$ cat src/rtl/mc_ctrl_pkg.sv
// Shared encodings for the multi-cycle MIPS main control FSM and its ALU decoder.
package mc_ctrl_pkg;

  typedef enum logic [3:0] {
    ST_IDLE     = 4'd0,
    ST_FETCH    = 4'd1,
    ST_DECODE   = 4'd2,
    ST_MEM_ADDR = 4'd3,
    ST_MEM_RD   = 4'd4,
    ST_MEM_WB   = 4'd5,
    ST_MEM_WR   = 4'd6,
    ST_R_EXEC   = 4'd7,
    ST_R_WB     = 4'd8,
    ST_I_EXEC   = 4'd9,
    ST_I_WB     = 4'd10,
    ST_BRANCH   = 4'd11,
    ST_JUMP     = 4'd12
  } state_e;

  typedef enum logic [2:0] {
    CL_MEM     = 3'd0,
    CL_RTYPE   = 3'd1,
    CL_ITYPE   = 3'd2,
    CL_BRANCH  = 3'd3,
    CL_JUMP    = 3'd4,
    CL_ILLEGAL = 3'd5
  } op_class_e;

  localparam logic [5:0] OP_RTYPE = 6'h00;
  localparam logic [5:0] OP_J     = 6'h02;
  localparam logic [5:0] OP_BEQ   = 6'h04;
  localparam logic [5:0] OP_BNE   = 6'h05;
  localparam logic [5:0] OP_ADDI  = 6'h08;
  localparam logic [5:0] OP_SLTI  = 6'h0A;
  localparam logic [5:0] OP_ANDI  = 6'h0C;
  localparam logic [5:0] OP_ORI   = 6'h0D;
  localparam logic [5:0] OP_XORI  = 6'h0E;
  localparam logic [5:0] OP_LUI   = 6'h0F;
  localparam logic [5:0] OP_LW    = 6'h23;
  localparam logic [5:0] OP_SW    = 6'h2B;

  localparam logic [5:0] FN_SLL  = 6'h00;
  localparam logic [5:0] FN_SRL  = 6'h02;
  localparam logic [5:0] FN_ADD  = 6'h20;
  localparam logic [5:0] FN_ADDU = 6'h21;
  localparam logic [5:0] FN_SUB  = 6'h22;
  localparam logic [5:0] FN_SUBU = 6'h23;
  localparam logic [5:0] FN_AND  = 6'h24;
  localparam logic [5:0] FN_OR   = 6'h25;
  localparam logic [5:0] FN_XOR  = 6'h26;
  localparam logic [5:0] FN_SLT  = 6'h2A;

  localparam logic [3:0] ALU_ADD = 4'd0;
  localparam logic [3:0] ALU_SUB = 4'd1;
  localparam logic [3:0] ALU_AND = 4'd2;
  localparam logic [3:0] ALU_OR  = 4'd3;
  localparam logic [3:0] ALU_XOR = 4'd4;
  localparam logic [3:0] ALU_SLT = 4'd5;
  localparam logic [3:0] ALU_SLL = 4'd6;
  localparam logic [3:0] ALU_SRL = 4'd7;
  localparam logic [3:0] ALU_LUI = 4'd8;

  localparam logic [1:0] SRCB_REG    = 2'd0;
  localparam logic [1:0] SRCB_FOUR   = 2'd1;
  localparam logic [1:0] SRCB_EXT    = 2'd2;
  localparam logic [1:0] SRCB_EXT_SH = 2'd3;

  localparam logic [1:0] PCSRC_ALU    = 2'd0;
  localparam logic [1:0] PCSRC_ALUOUT = 2'd1;
  localparam logic [1:0] PCSRC_JUMP   = 2'd2;

  function automatic op_class_e op_class(input logic [5:0] op);
    case (op)
      OP_LW, OP_SW:                                     op_class = CL_MEM;
      OP_RTYPE:                                         op_class = CL_RTYPE;
      OP_ADDI, OP_SLTI, OP_ANDI, OP_ORI, OP_XORI, OP_LUI: op_class = CL_ITYPE;
      OP_BEQ, OP_BNE:                                   op_class = CL_BRANCH;
      OP_J:                                             op_class = CL_JUMP;
      default:                                          op_class = CL_ILLEGAL;
    endcase
  endfunction

endpackage

$ cat src/rtl/mc_ctrl_fsm_alu_dec.sv
// Combinational ALU decoder: opcode/funct to alu_op, extender controls and illegal flag.
module mc_alu_dec
  import mc_ctrl_pkg::*;
(
  input  logic [5:0] opcode,
  input  logic [5:0] funct,
  output logic [3:0] alu_op,
  output logic       ext_sign,
  output logic       ext_sel,
  output logic       illegal
);

  // Decode table; an R-type with an unknown funct is flagged illegal as well.
  always_comb begin
    alu_op   = ALU_ADD;
    ext_sign = 1'b1;
    ext_sel  = 1'b0;
    illegal  = 1'b0;
    case (opcode)
      OP_RTYPE: begin
        case (funct)
          FN_ADD, FN_ADDU: alu_op = ALU_ADD;
          FN_SUB, FN_SUBU: alu_op = ALU_SUB;
          FN_AND:          alu_op = ALU_AND;
          FN_OR:           alu_op = ALU_OR;
          FN_XOR:          alu_op = ALU_XOR;
          FN_SLT:          alu_op = ALU_SLT;
          FN_SLL: begin
            alu_op  = ALU_SLL;
            ext_sel = 1'b1;
          end
          FN_SRL: begin
            alu_op  = ALU_SRL;
            ext_sel = 1'b1;
          end
          default:         illegal = 1'b1;
        endcase
      end
      OP_ADDI:        alu_op = ALU_ADD;
      OP_SLTI:        alu_op = ALU_SLT;
      OP_ANDI: begin
        alu_op   = ALU_AND;
        ext_sign = 1'b0;
      end
      OP_ORI: begin
        alu_op   = ALU_OR;
        ext_sign = 1'b0;
      end
      OP_XORI: begin
        alu_op   = ALU_XOR;
        ext_sign = 1'b0;
      end
      OP_LUI: begin
        alu_op   = ALU_LUI;
        ext_sign = 1'b0;
      end
      OP_LW, OP_SW:   alu_op = ALU_ADD;
      OP_BEQ, OP_BNE: alu_op = ALU_SUB;
      OP_J:           alu_op = ALU_ADD;
      default:        illegal = 1'b1;
    endcase
  end

endmodule

$ cat src/rtl/mc_ctrl_fsm.sv
// Main control FSM of the multi-cycle MIPS core (fetch/decode/execute/memory/writeback).
// Optional performance counters cyc_cnt/retired_cnt are built when MC_CTRL_PERF_EN is defined.
module mc_ctrl_fsm
  import mc_ctrl_pkg::*;
#(
  parameter int unsigned RESET_PC_HOLD = 1
) (
  input  logic       clk,
  input  logic       rst_n,
  input  logic [5:0] opcode,
  input  logic [5:0] funct,
  input  logic       zero,
  input  logic       mem_ready,
  output logic       mem_req,
  output logic       mem_we,
  output logic       iord,
  output logic       ir_write,
  output logic       pc_write,
  output logic [1:0] pc_src,
  output logic       reg_write,
  output logic       reg_dst,
  output logic       mem_to_reg,
  output logic       ext_sign,
  output logic       ext_sel,
  output logic       alu_src_a,
  output logic [1:0] alu_src_b,
  output logic [3:0] alu_op,
  output logic       illegal,
  output logic [3:0] state_dbg
`ifdef MC_CTRL_PERF_EN
  ,
  output logic [31:0] cyc_cnt,
  output logic [31:0] retired_cnt
`endif
);

  localparam logic [3:0] HOLD_LAST = 4'(RESET_PC_HOLD - 1);

  state_e     state_q, state_d;
  logic [3:0] hold_cnt_q, hold_cnt_d;
  logic [5:0] opcode_q, opcode_d;
  logic [5:0] funct_q, funct_d;

  logic [3:0] dec_alu_op;
  logic       dec_ext_sign;
  logic       dec_ext_sel;
  logic       dec_illegal;

  mc_alu_dec u_alu_dec (
    .opcode   (opcode_q),
    .funct    (funct_q),
    .alu_op   (dec_alu_op),
    .ext_sign (dec_ext_sign),
    .ext_sel  (dec_ext_sel),
    .illegal  (dec_illegal)
  );

  // State, reset-hold counter and latched instruction fields.
  always_ff @(posedge clk or negedge rst_n) begin
    if (!rst_n) begin
      state_q    <= ST_IDLE;
      hold_cnt_q <= 4'd0;
      opcode_q   <= 6'd0;
      funct_q    <= 6'd0;
    end else begin
      state_q    <= state_d;
      hold_cnt_q <= hold_cnt_d;
      opcode_q   <= opcode_d;
      funct_q    <= funct_d;
    end
  end

  // Next-state and control outputs; only mem_ready (FETCH) and zero (BRANCH) are Mealy terms.
  always_comb begin
    state_d    = state_q;
    hold_cnt_d = hold_cnt_q;
    opcode_d   = opcode_q;
    funct_d    = funct_q;
    mem_req    = 1'b0;
    mem_we     = 1'b0;
    iord       = 1'b0;
    ir_write   = 1'b0;
    pc_write   = 1'b0;
    pc_src     = PCSRC_ALU;
    reg_write  = 1'b0;
    reg_dst    = 1'b0;
    mem_to_reg = 1'b0;
    ext_sign   = 1'b0;
    ext_sel    = 1'b0;
    alu_src_a  = 1'b0;
    alu_src_b  = SRCB_REG;
    alu_op     = ALU_ADD;
    illegal    = 1'b0;
    case (state_q)
      ST_IDLE: begin
        if (hold_cnt_q == HOLD_LAST) begin
          state_d = ST_FETCH;
        end else begin
          hold_cnt_d = hold_cnt_q + 4'd1;
        end
      end
      ST_FETCH: begin
        mem_req   = 1'b1;
        alu_src_b = SRCB_FOUR;
        if (mem_ready) begin
          ir_write = 1'b1;
          pc_write = 1'b1;
          state_d  = ST_DECODE;
        end else begin
          state_d  = ST_FETCH;
        end
      end
      ST_DECODE: begin
        opcode_d  = opcode;
        funct_d   = funct;
        alu_src_b = SRCB_EXT_SH;
        ext_sign  = 1'b1;
        case (op_class(opcode))
          CL_MEM:    state_d = ST_MEM_ADDR;
          CL_RTYPE:  state_d = ST_R_EXEC;
          CL_ITYPE:  state_d = ST_I_EXEC;
          CL_BRANCH: state_d = ST_BRANCH;
          CL_JUMP:   state_d = ST_JUMP;
          default: begin
            illegal = 1'b1;
            state_d = ST_FETCH;
          end
        endcase
      end
      ST_MEM_ADDR: begin
        alu_src_a = 1'b1;
        alu_src_b = SRCB_EXT;
        ext_sign  = 1'b1;
        state_d   = (opcode_q == OP_SW) ? ST_MEM_WR : ST_MEM_RD;
      end
      ST_MEM_RD: begin
        mem_req = 1'b1;
        iord    = 1'b1;
        state_d = mem_ready ? ST_MEM_WB : ST_MEM_RD;
      end
      ST_MEM_WB: begin
        reg_write  = 1'b1;
        mem_to_reg = 1'b1;
        state_d    = ST_FETCH;
      end
      ST_MEM_WR: begin
        mem_req = 1'b1;
        mem_we  = 1'b1;
        iord    = 1'b1;
        state_d = mem_ready ? ST_FETCH : ST_MEM_WR;
      end
      ST_R_EXEC: begin
        alu_src_a = 1'b1;
        alu_op    = dec_alu_op;
        ext_sel   = dec_ext_sel;
        alu_src_b = dec_ext_sel ? SRCB_EXT : SRCB_REG;
        if (dec_illegal) begin
          illegal = 1'b1;
          state_d = ST_FETCH;
        end else begin
          state_d = ST_R_WB;
        end
      end
      ST_R_WB: begin
        reg_write = 1'b1;
        reg_dst   = 1'b1;
        state_d   = ST_FETCH;
      end
      ST_I_EXEC: begin
        alu_src_a = 1'b1;
        alu_src_b = SRCB_EXT;
        ext_sign  = dec_ext_sign;
        alu_op    = dec_alu_op;
        state_d   = ST_I_WB;
      end
      ST_I_WB: begin
        reg_write = 1'b1;
        state_d   = ST_FETCH;
      end
      ST_BRANCH: begin
        alu_src_a = 1'b1;
        alu_op    = ALU_SUB;
        pc_src    = PCSRC_ALUOUT;
        pc_write  = ((opcode_q == OP_BEQ) & zero) | ((opcode_q == OP_BNE) & ~zero);
        state_d   = ST_FETCH;
      end
      ST_JUMP: begin
        pc_write = 1'b1;
        pc_src   = PCSRC_JUMP;
        state_d  = ST_FETCH;
      end
      default: state_d = ST_IDLE;
    endcase
  end

  assign state_dbg = state_q;

`ifdef MC_CTRL_PERF_EN
  logic [31:0] cyc_cnt_q, cyc_cnt_d;
  logic [31:0] retired_cnt_q, retired_cnt_d;

  // Active-cycle and retired-instruction counters; both wrap naturally.
  always_comb begin
    cyc_cnt_d     = cyc_cnt_q;
    retired_cnt_d = retired_cnt_q;
    if (state_q != ST_IDLE) begin
      cyc_cnt_d = cyc_cnt_q + 32'd1;
    end else begin
      cyc_cnt_d = cyc_cnt_q;
    end
    if ((state_d == ST_FETCH) && (state_q != ST_FETCH) && (state_q != ST_IDLE) && !illegal) begin
      retired_cnt_d = retired_cnt_q + 32'd1;
    end else begin
      retired_cnt_d = retired_cnt_q;
    end
  end

  // Counter registers.
  always_ff @(posedge clk or negedge rst_n) begin
    if (!rst_n) begin
      cyc_cnt_q     <= 32'd0;
      retired_cnt_q <= 32'd0;
    end else begin
      cyc_cnt_q     <= cyc_cnt_d;
      retired_cnt_q <= retired_cnt_d;
    end
  end

  assign cyc_cnt     = cyc_cnt_q;
  assign retired_cnt = retired_cnt_q;
`endif

endmodule

$ cat config.mk
export PLATFORM = sky130hd
export DESIGN_NAME = mc_ctrl_fsm
export DESIGN_NICKNAME = d
export VERILOG_FILES = /design/src/rtl/mc_ctrl_pkg.sv /design/src/rtl/mc_ctrl_fsm_alu_dec.sv /design/src/rtl/mc_ctrl_fsm.sv
export SDC_FILE = /design/constraint.sdc
export NUM_CORES = 1
export LEC_CHECK = 0
export ABC_AREA = 1
export BUFFER_PORTS_ARGS = -buffer_cell sky130_fd_sc_hd__buf_2
export CORE_AREA = 5 5 76 78
export DETAILED_ROUTE_END_ITERATION = 10
export DIE_AREA = 0 0 81 83
export SETUP_SLACK_MARGIN = 0.02
export SKIP_CTS_REPAIR_TIMING = 1
export SLEW_MARGIN = 5
export SYNTH_ARGS = -nofsm -noshare
export SYNTH_HDL_FRONTEND = slang
export SYNTH_SLANG_ARGS = --single-unit
export TNS_END_PERCENT = 20
$ cat constraint.sdc
create_clock -name clk -period 1.5 [get_ports clk]
set_input_delay 0.15 -clock clk [delete_from_list [all_inputs] [get_ports clk]]
set_output_delay 0.15 -clock clk [all_outputs]
set_load 0.01 [all_outputs]
Word level (Yosys, flattened, before mapping)

Index checks and enable logic that the tools add are counted.
W data, S select, Z words.

Flip-flop bits (word level): 20
Input bits: 16
Output and inout port bits: 24
Logic and storage cells: 119

Add/subtract/negate cells: 1
Equal/unequal tests: 48
Multiplexer cells: 36
Bitwise operators: 5
Reduce and logical (&&, ||, !) cells: 25

Operator list:

| kind                 | count |
|---|---|
| $eq A6 B4 Y1 const B | 12 |
| $eq A6 B6 Y1 const B | 12 |
| $pmux W4 S9          | 1 |
| $pmux W4 S7          | 1 |
| $eq A6 B3 Y1 const B | 4 |
| $pmux W3 S7          | 1 |
| $eq A4 B4 Y1 const B | 5 |
| $pmux W4 S5          | 1 |
| $eq A6 B2 Y1 const B | 3 |
| $logic_not A6 Y1     | 3 |
| $reduce_or A2 Y1     | 9 |
| $mux W1              | 17 |
| $eq A4 B3 Y1 const B | 4 |
| $pmux W3 S5          | 1 |
| $reduce_or A11 Y1    | 1 |
| $reduce_or A10 Y1    | 1 |
| $reduce_or A5 Y1     | 2 |
| $eq A4 B2 Y1 const B | 2 |
| $logic_not A4 Y1     | 2 |
| $mux W4              | 2 |
| $pmux W2 S4          | 1 |
| $pmux W4 S2          | 1 |
| $reduce_or A4 Y1     | 2 |
| $eq A3 B2 Y1 const B | 2 |
| 17 further kinds     | 25 |

Longest topological paths before layout

Word-level depth: 8
Depth in mapped cells: 10
Gate-level depth less buffers: 10

Hierarchy

From an unflattened synthesis, not the netlist that was laid out.

Cell total of the unflattened synthesis: 258
Area, all modules: 1592.8 um2

Modules (own cells, without submodules):

| module      | times used | cells each | area each (um2) | seq. area each (um2) |
|---|---|---|---|---|
| mc_ctrl_fsm | 1          | 184        | 1256.2          | 500.5 |
| mc_alu_dec  | 1          | 74         | 336.6           | 0.0 |

Worst setup path after synthesis

No wires, ideal clock.

Path type: flip-flop to output port
Start: register state_q[3] (netlist: state_dbg[3])
End: output port illegal
Arrival time: 1272 ps
Required time: 1350 ps
Path slack: 78 ps
Stages on the path, launching flop included: 6
Cell sequence: dfrtp_1 -> nor2_2 -> nand2_1 -> nor2_2 -> inv_1 -> o21ai_0

Longest elaborated chain between the ends: 2
Elaborated cells on any way between the ends: 3
Those cells by class: 2 x eq/ne; 1 x mux

RTL lines:

| item                                                | line              | RTL |
|---|---|---|
| start, declared                                     | mc_ctrl_fsm.sv:39 | `state_e state_q, state_d;` |
| start signal, assigned                              | mc_ctrl_fsm.sv:66 | `state_q <= state_d;` |
| $eq A4 B3 Y1 / $eq A4 B2 Y1 (equally long branches) | mc_ctrl_fsm.sv:94 | `case (state_q)` |
| $pmux W1 S2 (*)                                     | mc_ctrl_fsm.sv:94 |  |
| end, declared                                       | mc_ctrl_fsm.sv:28 | `output logic illegal,` |

Mark *: on every way between the ends. The rest lies on a longest branch, timed or not.

Final worst setup path

Start: register opcode_q[5]
End: output port illegal

Longest elaborated chain between the ends: 5
Elaborated cells on any way between the ends: 16
Those cells by class: 11 x eq/ne; 3 x mux; 2 x reduce/logical

RTL lines:

| item                                       | line                      | RTL |
|---|---|---|
| start, declared                            | mc_ctrl_fsm.sv:41         | `logic [5:0] opcode_q, opcode_d;` |
| start signal, assigned                     | mc_ctrl_fsm.sv:68         | `opcode_q <= opcode_d;` |
| $eq A6 B6 Y1, or another cell as far along | mc_ctrl_fsm_alu_dec.sv:19 | `case (opcode)` |
| $reduce_or A11 Y1 (no line)                | --                        |  |
| $pmux W1 S2 (*)                            | mc_ctrl_fsm_alu_dec.sv:19 |  |
| $mux W1 (*)                                | mc_ctrl_fsm.sv:157        | `if (dec_illegal) begin` |
| $pmux W1 S2 (*)                            | mc_ctrl_fsm.sv:94         |  |

Marks and branches as above.

==> impl_metrics.env <==
export IMPL_die_width_um=81
export IMPL_via_per_inst=4.524
export IMPL_grt_max_degree=21
export IMPL_worst_r2r_path_depth=8
export IMPL_fillCellCount=532
export IMPL_grt_setup_unrepaired="true"
export IMPL_grt_pass1_vias=1524
export IMPL_start_util_pct=28.65
export IMPL_wire_per_inst_um=11.25
export IMPL_syn_area_sq_um=1435
export IMPL_final_setup_viol_count=13
export IMPL_ir_drop_mv=0.4558
export IMPL_total_power_w=0.003507
export IMPL_die_y_um=83
export IMPL_skew_ns=0.005329
export IMPL_synth_warnings=0
export IMPL_syn_inst=224
export IMPL_wl_met3_um=160
export IMPL_numCtsBuffers=3
export IMPL_hold_viol=0
export IMPL_synth_area_per_cell_sq_um=6.407
export IMPL_cts_clk_slew_worst_paths_ns=0.07
export IMPL_dieArea_sq_um=6723
export IMPL_critPathRequiredTime_ns=1.35
export IMPL_grt_overflow_total=0
export IMPL_final_setup_worst_slack_ns=-0.2924
export IMPL_max_freq_mhz=557.9
export IMPL_hp_start="funct[0]"
export IMPL_yosysSeqAreaShare_pct=34.87
export IMPL_dpl_cell_count=352
export IMPL_status="finished with violations"
export IMPL_row_count=26
export IMPL_worstMarginPinSlew_ns=0.4706
export IMPL_grt_usage_pct=12.48
export IMPL_area_growth_pct=47.86
export IMPL_crit_arrival_ns=1.64
export IMPL_leakagePower_nw=1.134
export IMPL_min_to="funct_q[0]$_DFFE_PN0P_"
export IMPL_relSlewSlack_pct=68.63
export IMPL_drc=0
export IMPL_highest_layer="met4"
export IMPL_n_antenna_cell=0
export IMPL_syn_num_nets=242
export IMPL_clockBufferDepth=2
export IMPL_clk_latency_ns=0.26
export IMPL_ctsHtreeMaxLevel=1
export IMPL_yosys_top_cells_area="dfrtp_1, nand2_1, inv_1"
export IMPL_final_common_cell="nand2_1"
export IMPL_met1Wirelength_um=1938
export IMPL_synth_distinct_cells=23
export IMPL_fin_crit_ns=1.792
export IMPL_maxCapViolations=0
export IMPL_grt_pass1_wl_um=6782
export IMPL_synth_top_area_share_pct=34.87
export IMPL_wl_met2_um=1881
export IMPL_wl_um=4061
export IMPL_crit_path_end_kind="output port"
export IMPL_hpwl_um=3255
export IMPL_gp_congestion=0.8522
export IMPL_drive_above_1_share_pct=40.89
export IMPL_dp_slack_ns=-0.06136
export IMPL_drtIter0Drc=135
export IMPL_port_buffers=39
export IMPL_antenna_found_initial=0
export IMPL_reg2reg_slack_ns=0.05
export IMPL_ys_ff_latch=20
export IMPL_nets=310
export IMPL_violations="negative setup slack"
export IMPL_core_sq_um=5010
export IMPL_drv_slew=0
export IMPL_startpoint_type="flop"
export IMPL_vias=1633
export IMPL_drt_pre_antenna_iters=4
export IMPL_synth_top_area_cell="dfrtp_1"
export IMPL_hp_class="in -> reg"
export IMPL_cts_root_buf="clkbuf_8"
export IMPL_r2r_end="state_dbg[0]$_DFFE_PN0N_"
export IMPL_p_per_area_nw_per_um2=1653
export IMPL_worstHoldPathCells=3
export IMPL_finalCritPeriodShare_pct=119.5
export IMPL_path_max_fanout=5
export IMPL_ios=40
export IMPL_regToRegStartpoint="opcode_q[5]$_DFFE_PN0P_"
export IMPL_postRouteAntennaNets=0
export IMPL_worstSetupPathType="reg -> out"
export IMPL_fin_cells=361
export IMPL_cts_sinks=20
export IMPL_cts_tree="done"
export IMPL_final_cell_mix="nand2_1, buf_2, inv_1, buf_4, nor2_1"
[kinds of logic (layout without fill, tap and decap cells)]
kind of cell | after synthesis | in the layout | synth area share (%)
buffers and inverters | 42 | 109 | 11.16
adder cells (fa/ha/maj) | 2 | 2 | 1.743
flip-flops | 20 | 20 | 34.87
XOR/XNOR | 4 | 4 | 2.442
AO/OA/AOI/OAI | 30 | 30 | 11.86
AND/OR/NAND/NOR | 126 | 126 | 37.93
[per-layer routing]
metal  up-vias  GRT usage [%]
met5         -              0
met4         0          5.376
met3         7          1.407
met2        36          18.52
met1       737          18.01
li1        853              -
[stage by stage]
step                area [sq um]  setup TNS (ns)  utilization (%)  hold slack [ns]
detailed placement          1866        -0.06136            37.24           0.1350
global route                2122          -3.557            42.36           0.1205
finish                      2122          -2.043            42.36          0.09308
CTS                         1921          -2.579            38.34          -0.1494
floorplan                   1435               0                -          -0.1456
global placement            1866        -0.08181            37.24           0.1353
[registers in the layout, indices dropped and copies added (netlist names)]
register and cells:
funct_q 6, opcode_q 6, hold_cnt_q 4, state_dbg 4
[cell usage after synthesis]
| cell type | instances |
|---|---|
| nand2_1 | 56 |
| inv_1 | 39 |
| nor2_1 | 34 |
| dfrtp_1 | 20 |
| o21ai_0 | 20 |
| nand3_1 | 18 |
| nand4_1 | 7 |
| a21oi_1 | 5 |
| nor2_2 | 5 |
| xor2_1 | 3 |
| buf_2 | 2 |
| ha_1 | 2 |
| nor3_1 | 2 |
| o21ai_1 | 2 |
| a211oi_1 | 1 |
| a31oi_1 | 1 |
| a31oi_4 | 1 |
| inv_2 | 1 |
| nand3b_1 | 1 |
| nor2_4 | 1 |
| nor4_1 | 1 |
| or3_1 | 1 |
| xnor2_1 | 1 |
[report_power, final]
group | leakage [nW] | switching, W | total [W] | internal, W
registers | 0.250 | 0.000263 | 0.00101 | 0.000749
logic | 0.855 | 0.00119 | 0.00207 | 0.000881
clock network | 0.0288 | 0.000187 | 0.000421 | 0.000234
total | 1.13 | 0.00164 | 0.00351 | 0.00186
[critical path, cell delays in order (launching register included)]
cell     delay (ns)
dfrtp_1        0.41
nor2_4         0.20
buf_6          0.13
nand3_2        0.09
nand2_1        0.09
nor2_2         0.04
nand3_2        0.07
nand2_2        0.06
nand2_2        0.09
o21ai_2        0.06
buf_2          0.13
[final cells by class]
cell class / count / area, sq um / share of cell area, %
flip-flops and latches: 20 / 504.2 / 23.76
multi-input cells: 162 / 928.4 / 43.75
inverters: 40 / 150.1 / 7.075
well taps: 70 / 87.58 / 4.127
repair buffers: 65 / 396.6 / 18.69
clock buffers: 4 / 55.05 / 2.594
[worst max path at each step]
stage	from	endpoint	cells after the start	slack [ns]
2_1_floorplan	state_dbg[3]$_DFFE_PN0N_	illegal	5	0.08
3_3_place_gp	opcode_q[1]$_DFFE_PN0P_	illegal	10	-0.08
3_5_place_dp	opcode_q[4]$_DFFE_PN0P_	illegal	11	-0.06
4_1_cts	opcode_q[4]$_DFFE_PN0P_	illegal	11	-0.36
5_1_grt	opcode_q[5]$_DFFE_PN0P_	illegal	11	-0.42
6_report	opcode_q[5]$_DFFE_PN0P_	illegal	10	-0.29
Note: power is estimated with default switching activity, not from simulation.
